**src/rtl/cv32e40x_xif_result_queue.sv**
```systemverilog
// Coprocessor-side eXtension result channel driver: in-order result FIFO that
// silently discards results of instructions killed through the commit interface.
module cv32e40x_xif_result_queue #(
  parameter int DEPTH       = 2,
  parameter int X_ID_WIDTH  = 4,
  parameter int X_RFW_WIDTH = 32
) (
  input  logic                         clk,
  input  logic                         rst_n,
  input  logic                         push_valid_i,
  output logic                         push_ready_o,
  input  logic [X_ID_WIDTH-1:0]        push_id_i,
  input  logic [X_RFW_WIDTH-1:0]       push_data_i,
  input  logic [4:0]                   push_rd_i,
  input  logic                         push_we_i,
  input  logic                         push_exc_i,
  input  logic [5:0]                   push_exccode_i,
  input  logic                         commit_valid_i,
  input  logic [X_ID_WIDTH-1:0]        commit_id_i,
  input  logic                         commit_kill_i,
  output logic                         result_valid_o,
  input  logic                         result_ready_i,
  output logic [X_ID_WIDTH-1:0]        result_id_o,
  output logic [X_RFW_WIDTH-1:0]       result_data_o,
  output logic [4:0]                   result_rd_o,
  output logic                         result_we_o,
  output logic                         result_exc_o,
  output logic [5:0]                   result_exccode_o,
  output logic [$clog2(DEPTH+1)-1:0]   occupancy_o
);

  localparam int PTR_W   = (DEPTH > 1) ? $clog2(DEPTH) : 1;
  localparam int OCC_W   = $clog2(DEPTH+1);
  localparam int NUM_IDS = 1 << X_ID_WIDTH;

  logic [PTR_W-1:0]       rptr_reg, wptr_reg;
  logic [OCC_W-1:0]       occ_reg;
  logic [NUM_IDS-1:0]     kill_vec_reg;
  logic [DEPTH-1:0]       valid_reg, killed_reg;
  logic [X_ID_WIDTH-1:0]  id_reg      [DEPTH];
  logic [X_RFW_WIDTH-1:0] data_reg    [DEPTH];
  logic [4:0]             rd_reg      [DEPTH];
  logic                   we_reg      [DEPTH];
  logic                   exc_reg     [DEPTH];
  logic [5:0]             exccode_reg [DEPTH];

  logic head_valid, head_killed, push_fire, drop, pop, advance, kill_now, push_killed;

  function automatic logic [PTR_W-1:0] ptr_inc(input logic [PTR_W-1:0] p);
    return (p == PTR_W'(DEPTH-1)) ? '0 : p + PTR_W'(1);
  endfunction

  assign head_valid   = valid_reg[rptr_reg];
  assign head_killed  = killed_reg[rptr_reg];
  assign push_ready_o = (occ_reg != OCC_W'(DEPTH));
  assign push_fire    = push_valid_i && push_ready_o;
  assign kill_now     = commit_valid_i && commit_kill_i;
  // A kill arriving in the same cycle as the push must still mark the new entry
  assign push_killed  = kill_vec_reg[push_id_i] || (kill_now && (commit_id_i == push_id_i));
  assign drop         = head_valid && head_killed;
  assign pop          = result_valid_o && result_ready_i;
  assign advance      = drop || pop;
  assign occupancy_o  = occ_reg;

  always_ff @(posedge clk or negedge rst_n) begin
    if (!rst_n) begin
      valid_reg  <= '0;
      killed_reg <= '0;
      for (int i = 0; i < DEPTH; i++) begin
        id_reg[i]      <= '0;
        data_reg[i]    <= '0;
        rd_reg[i]      <= '0;
        we_reg[i]      <= 1'b0;
        exc_reg[i]     <= 1'b0;
        exccode_reg[i] <= '0;
      end
    end else begin
      for (int i = 0; i < DEPTH; i++) begin
        // Write slot is never the slot being vacated: that would need full and empty at once
        if (push_fire && (wptr_reg == PTR_W'(i))) begin
          valid_reg[i]   <= 1'b1;
          killed_reg[i]  <= push_killed;
          id_reg[i]      <= push_id_i;
          data_reg[i]    <= push_data_i;
          rd_reg[i]      <= push_rd_i;
          we_reg[i]      <= push_we_i;
          exc_reg[i]     <= push_exc_i;
          exccode_reg[i] <= push_exccode_i;
        end else begin
          if (advance && (rptr_reg == PTR_W'(i)))
            valid_reg[i] <= 1'b0;
          if (kill_now && valid_reg[i] && (id_reg[i] == commit_id_i))
            killed_reg[i] <= 1'b1;
        end
      end
    end
  end

  always_ff @(posedge clk or negedge rst_n) begin
    if (!rst_n) begin
      kill_vec_reg <= '0;
    end else begin
      if (kill_now)
        kill_vec_reg[commit_id_i] <= 1'b1;
      else if (commit_valid_i)
        kill_vec_reg[commit_id_i] <= 1'b0;
      // The push consumes the pending kill, overriding a same-cycle set
      if (push_fire)
        kill_vec_reg[push_id_i] <= 1'b0;
    end
  end

  always_ff @(posedge clk or negedge rst_n) begin
    if (!rst_n) begin
      rptr_reg <= '0;
      wptr_reg <= '0;
      occ_reg  <= '0;
    end else begin
      if (push_fire) wptr_reg <= ptr_inc(wptr_reg);
      if (advance)   rptr_reg <= ptr_inc(rptr_reg);
      if (push_fire && !advance)      occ_reg <= occ_reg + OCC_W'(1);
      else if (!push_fire && advance) occ_reg <= occ_reg - OCC_W'(1);
    end
  end

  always_comb begin
    result_valid_o   = head_valid && !head_killed;
    result_id_o      = '0;
    result_data_o    = '0;
    result_rd_o      = '0;
    result_we_o      = 1'b0;
    result_exc_o     = 1'b0;
    result_exccode_o = '0;
    if (result_valid_o) begin
      result_id_o      = id_reg[rptr_reg];
      result_data_o    = data_reg[rptr_reg];
      result_rd_o      = rd_reg[rptr_reg];
      result_we_o      = we_reg[rptr_reg];
      result_exc_o     = exc_reg[rptr_reg];
      result_exccode_o = exccode_reg[rptr_reg];
    end
  end

  a_no_push_full: assert property (@(posedge clk) disable iff (!rst_n)
    push_fire |-> (occ_reg < OCC_W'(DEPTH)));
  a_occ_bound: assert property (@(posedge clk) disable iff (!rst_n)
    occ_reg <= OCC_W'(DEPTH));
  a_no_kill_presented: assert property (@(posedge clk) disable iff (!rst_n)
    !(kill_now && result_valid_o && (commit_id_i == result_id_o)));
  a_stable: assert property (@(posedge clk) disable iff (!rst_n)
    (result_valid_o && !result_ready_i) |=> (result_valid_o && $stable(result_id_o) &&
      $stable(result_data_o) && $stable(result_rd_o) && $stable(result_we_o) &&
      $stable(result_exc_o) && $stable(result_exccode_o)));

endmodule

```
**config.mk**
```make
export PLATFORM = sky130hd
export DESIGN_NAME = cv32e40x_xif_result_queue
export DESIGN_NICKNAME = d
export VERILOG_FILES = /design/src/rtl/cv32e40x_xif_result_queue.sv
export SDC_FILE = /design/constraint.sdc
export NUM_CORES = 1
export LEC_CHECK = 0
export ABC_AREA = 1
export ABC_CLOCK_PERIOD_IN_PS = 1700
export CORE_MARGIN = 2
export CORE_UTILIZATION = 48
export DETAILED_ROUTE_END_ITERATION = 10
export GPL_ROUTABILITY_DRIVEN = 0
export GPL_TIMING_DRIVEN = 0
export PLACE_DENSITY = 0.79
export SLEW_MARGIN = 20
export SYNTH_ARGS = -nofsm -noshare
export SYNTH_HDL_FRONTEND = slang
export SYNTH_SLANG_ARGS = --single-unit
```
**constraint.sdc**
```tcl
create_clock -name clk -period 1.7 [get_ports clk]
set_clock_uncertainty 0.2 [all_clocks]
set_input_delay 0.255 -clock clk [delete_from_list [all_inputs] [get_ports clk]]
set_output_delay 0.255 -clock clk [all_outputs]
set_load 0.02 [all_outputs]
```
==> Flow_metrics.wiki, run 1 <==
{| class="wikitable"
! Metric !! Value
|-
| IO Count || 112
|-
| Depth of the most critical reg-to-reg path || 11
|-
| Post-placement cell area || 0.00756 sq mm
|-
| P_sw || 7.94 mW
|-
| Die boundary width || 117 um
|-
| TritonCTS Buffers || 17
|-
| Worst hold slack after final layout || 0.0296 ns
|-
| Largest family of logic cells by synthesized area || simple AND/OR/NAND/NOR gates
|-
| Number of global-route vias before repair || 6,050
|-
| Actual slew at the worst max-slew pin || 0.709 ns
|-
| Routed length per placed instance || 18.5 um
|-
| First-pass GRT wire length || ~31,000 um
|-
| Mapped Nets || 825
|-
| Overall global routing resource usage || 29.7%
|-
| Timing endpoint of the critical path || result_data_o[19]
|-
| Die Area || 0.0137 sq mm
|-
| Mapped Cells || between 700 and 800
|-
| Worst-case headroom to the max-slew limit || about 53%
|-
| Main synth FF type || dfrtp_1
|-
| Run status || finished, violations left
|-
| Compound-gate portion of the synthesized area || approximately 17%
|-
| Worst-path fanout max || 6
|-
| Number of placed instances, taps included || around 1,000
|-
| Clock power frac || approximately a fifth
|-
| Detailed-route wire length || 20,300 um
|-
| Syn_area_per_cell || 8.01 sq um
|-
| Final worst-path cycle share || 138%
|-
| Post-Synth Adder-Cell Area || less than 1%
|-
| Clock latency on the worst-skew pair || between 0.4 and 0.5 ns
|-
| Share of post-route cells with drive strength above 1 || 26.9%
|-
| Critical-path cell with the highest stage delay || dfrtp_1
|-
| Die height || 117 um
|-
| Part of the power in combinational logic || 53.2%
|-
| Router iterations before antenna repair || 5
|-
| Congestion Overflow GR || 0
|-
| Post-route cell area || 0.00906 sq mm
|-
| Cell chain of the critical path || buf_6 -> clkinv_8 -> o21ai_4 -> nand2_4 -> buf_4 -> buf_12 -> a21oi_4 -> buf_6
|-
| Maximum ir drop on the vdd rail || 0.00114 V
|-
| EDFF count, synth || 0
|-
| Clock Tree Root || clkbuf_16
|-
| Multiplexer area fraction after synthesis || 0%
|-
| Part of the power in registers || around 27%
|-
| Crit Reg-Reg Startpoint || rptr_reg
|-
| Critical R2R Capture || occupancy_o[1]
|-
| Ant diodes || 0
|-
| Pre-CTS setup slack || -0.802 ns
|-
| Path type of the worst min-delay path || input port to flop
|-
| Post-synthesis async set-or-reset flop share || between 90% and 100%
|-
| H-tree level count || 4
|-
| Final core utilization || 72.4%
|-
| Flip-flop and latch count after synthesis || ~120
|-
| # clock sinks || 122
|-
| Worst setup SP type || flop
|-
| Slack of the worst reg-to-reg path || -0.29 ns
|-
| Detailed-route DRC error count || 0
|-
| Largest stage delay on the critical path || 0.34 ns
|-
| Final critical path time including I/O delays and setup || approximately 2.4 ns
|-
| Yosys warning total || 0
|-
| Critical Path AT || roughly 1.9 ns
|-
| Count of pins over their slew limit || 0
|-
| Count of different cell masters after synthesis || 34
|-
| Largest net degree at the start of global routing || 74
|-
| Clock tree from TritonCTS || built
|-
| Detail Placement HPWL || 11,600 um
|-
| Core Rows || 41
|-
| Final net count || 971
|-
| Leakage Power || 4.24 nW
|-
| Number of hold violations in the final report || 0
|-
| Data required time at the worst endpoint || approximately 1.2 ns
|-
| Final standard cell count with taps included and fillers excluded || 1,095
|-
| Area fraction in and, or, nand and nor cells after synthesis || a little over a fifth
|-
| # setup viols final || 54
|-
| Netlist Area Pre-Place || just over 0.006 sq mm
|-
| Power density cells || 2050 mW/mm^2
|-
| Routed Antenna Nets || 0
|-
| Number of buffers between clock root and the deepest sink || 2
|-
| Xor and xnor fraction of the mapped netlist area || 0.858%
|-
| Unrepaired setup endpoints after global routing || yes
|-
| Power after layout || 18.6 mW
|-
| PnR worst setup slack || -0.650 ns
|-
| Quantity of I/O buffers inserted on ports || ~110
|-
| Max-cap viol count || 0
|-
| Net Sw Frac || 42.7%
|-
| Vias/cell || 5.63
|-
| Cell occurring most often along the worst timing path || buf_6
|-
| Sequential area share after synthesis || 49.8%
|-
| Layout overhead on the synthesized area || 47.8%
|-
| First element of the critical path || rptr_reg
|-
| Maximum clock rate || around 430 MHz
|-
| Internal Dissipation || 10.6 mW
|-
| Effective utilization at floorplan || 49.0%
|-
| Core Box Area || 0.0125 sq mm
|-
| Max FFs per register || 64
|-
| Clock edge transition at the registers on the reported setup and hold paths || 0.06 ns
|-
| Initial DRC count || 613
|-
| Total number of vias || 6,167
|-
| Antenna violations before repair || 0
|-
| Category of the worst setup path capture point || output pin
|-
| Total negative slack || -30.18 ns
|-
| Violations in the final reports || setup timing
|-
| WS Path Type || flop to output pin
|}
[layout by cell type (no fill, tap or decap), drive strengths merged, types with 5 or more instances in the layout]
master / Yosys / final
nand3: 20 / 20
xnor2: 5 / 5
inv: 76 / 76
a21oi: 60 / 60
nand2: 273 / 273
a32oi: 5 / 5
clkdlybuf4s50: 0 / 51
dfrtp: 122 / 122
nor2: 30 / 30
buf: 34 / 103
a31oi: 6 / 6
clkbuf: 10 / 32
clkinv: 0 / 7
a22oi: 6 / 6
o21ai: 108 / 108
[power by group through the flow]
stage	Clock, mW	Combinational [mW]	Sequential, mW
2_1_floorplan	0	4.52	4.82
3_3_place_gp	0	6.67	4.91
3_5_place_dp	0	6.81	4.96
4_1_cts	3.56	8.95	4.96
5_1_grt	3.72	10.5	5.18
6_report	3.61	9.89	5.07
[cell families after synthesis]
kind of cell	count (synthesis)
fa+ha+maj	1
simple gates	328
flops	122
buf+inv	120
compound gates	188
xor+xnor	6
[routing by layer]
layer	share of wire, %	vias up	wire length (um)	global-route usage [%]
met5	0	-	0	0
li1	-	2752	-	-
met3	8.5	72	1720	6.90
met4	3.9	0	786	14.7
met1	38	2976	7790	36.9
met2	49	367	9970	49.2
[synthesized netlist by cell type (2+ instances only)]
cell type,number,area [sq um]
buf_2,13,65.1
buf_1,2,7.51
nand3_1,20,100
nor3_1,2,10.0
o22ai_1,2,12.5
buf_6,15,169
a31oi_1,6,37.5
nand2_4,2,22.5
a22oi_1,6,45.0
inv_1,71,267
nand2_1,270,1010
inv_2,4,15.0
buf_4,3,22.5
a21oi_1,60,300
o21ai_0,36,180
nor2_1,26,97.6
dfrtp_1,122,3050
clkbuf_1,10,37.5
xnor2_1,5,43.8
o21ai_1,50,250
a32oi_1,5,43.8
o21ai_2,22,193
nor2_2,2,12.5
[final cells by class]
| class | count | area, sq um |
|---|---|---|
| Buffer | 44 | 532 |
| Clock inverter | 11 | 121 |
| Clock buffer | 20 | 457 |
| Fill cell | 859 | 3460 |
| Timing Repair Buffer | 127 | 1350 |
| Multi-Input combinational cell | 523 | 3020 |
| Sequential cell | 122 | 3050 |
| Tap cell | 172 | 215 |
| Inverter | 76 | 310 |
[timing repair]
| action | CTS | global route |
|---|---|---|
| endpoints found under the hold margin | 72 | 0 |
| setup endpoints to repair | 92 | 94 |
| gates cloned | 3 | 1 |
| setup buffers | 9 | 7 |
| pin swaps | 3 | 7 |
| resized for setup | 405 | 52 |
| hold buffers | 1 | 0 |
[worst max-delay path: cells and delay by family, from the launching register on]
| family | cells | cell delay [ns] |
|---|---|---|
| AO/OA/AOI/OAI | 2 | 0.32 |
| buffers and inverters | 5 | 0.67 |
| flip-flops | 1 | 0.34 |
| AND/OR/NAND/NOR | 1 | 0.12 |
[worst min path at each step]
stage | start | endpoint | depth (start not counted)
floorplan | rst_n | data_reg[0] | 0
global placement | exccode_reg[5] | exccode_reg[5] | 2
detailed placement | rst_n | occupancy_o[1] | 1
CTS | push_id_i[0] | kill_vec_reg[6] | 3
global route | push_id_i[0] | kill_vec_reg[6] | 3
finish | push_id_i[0] | kill_vec_reg[6] | 3
Note: power is estimated with default switching activity, not from simulation.
==> run 2: changes to the inputs <==
- CAP_MARGIN: not set -> 10
==> results of run 2 <==
Final layout, timing and power as in run 1 (identical DEF).
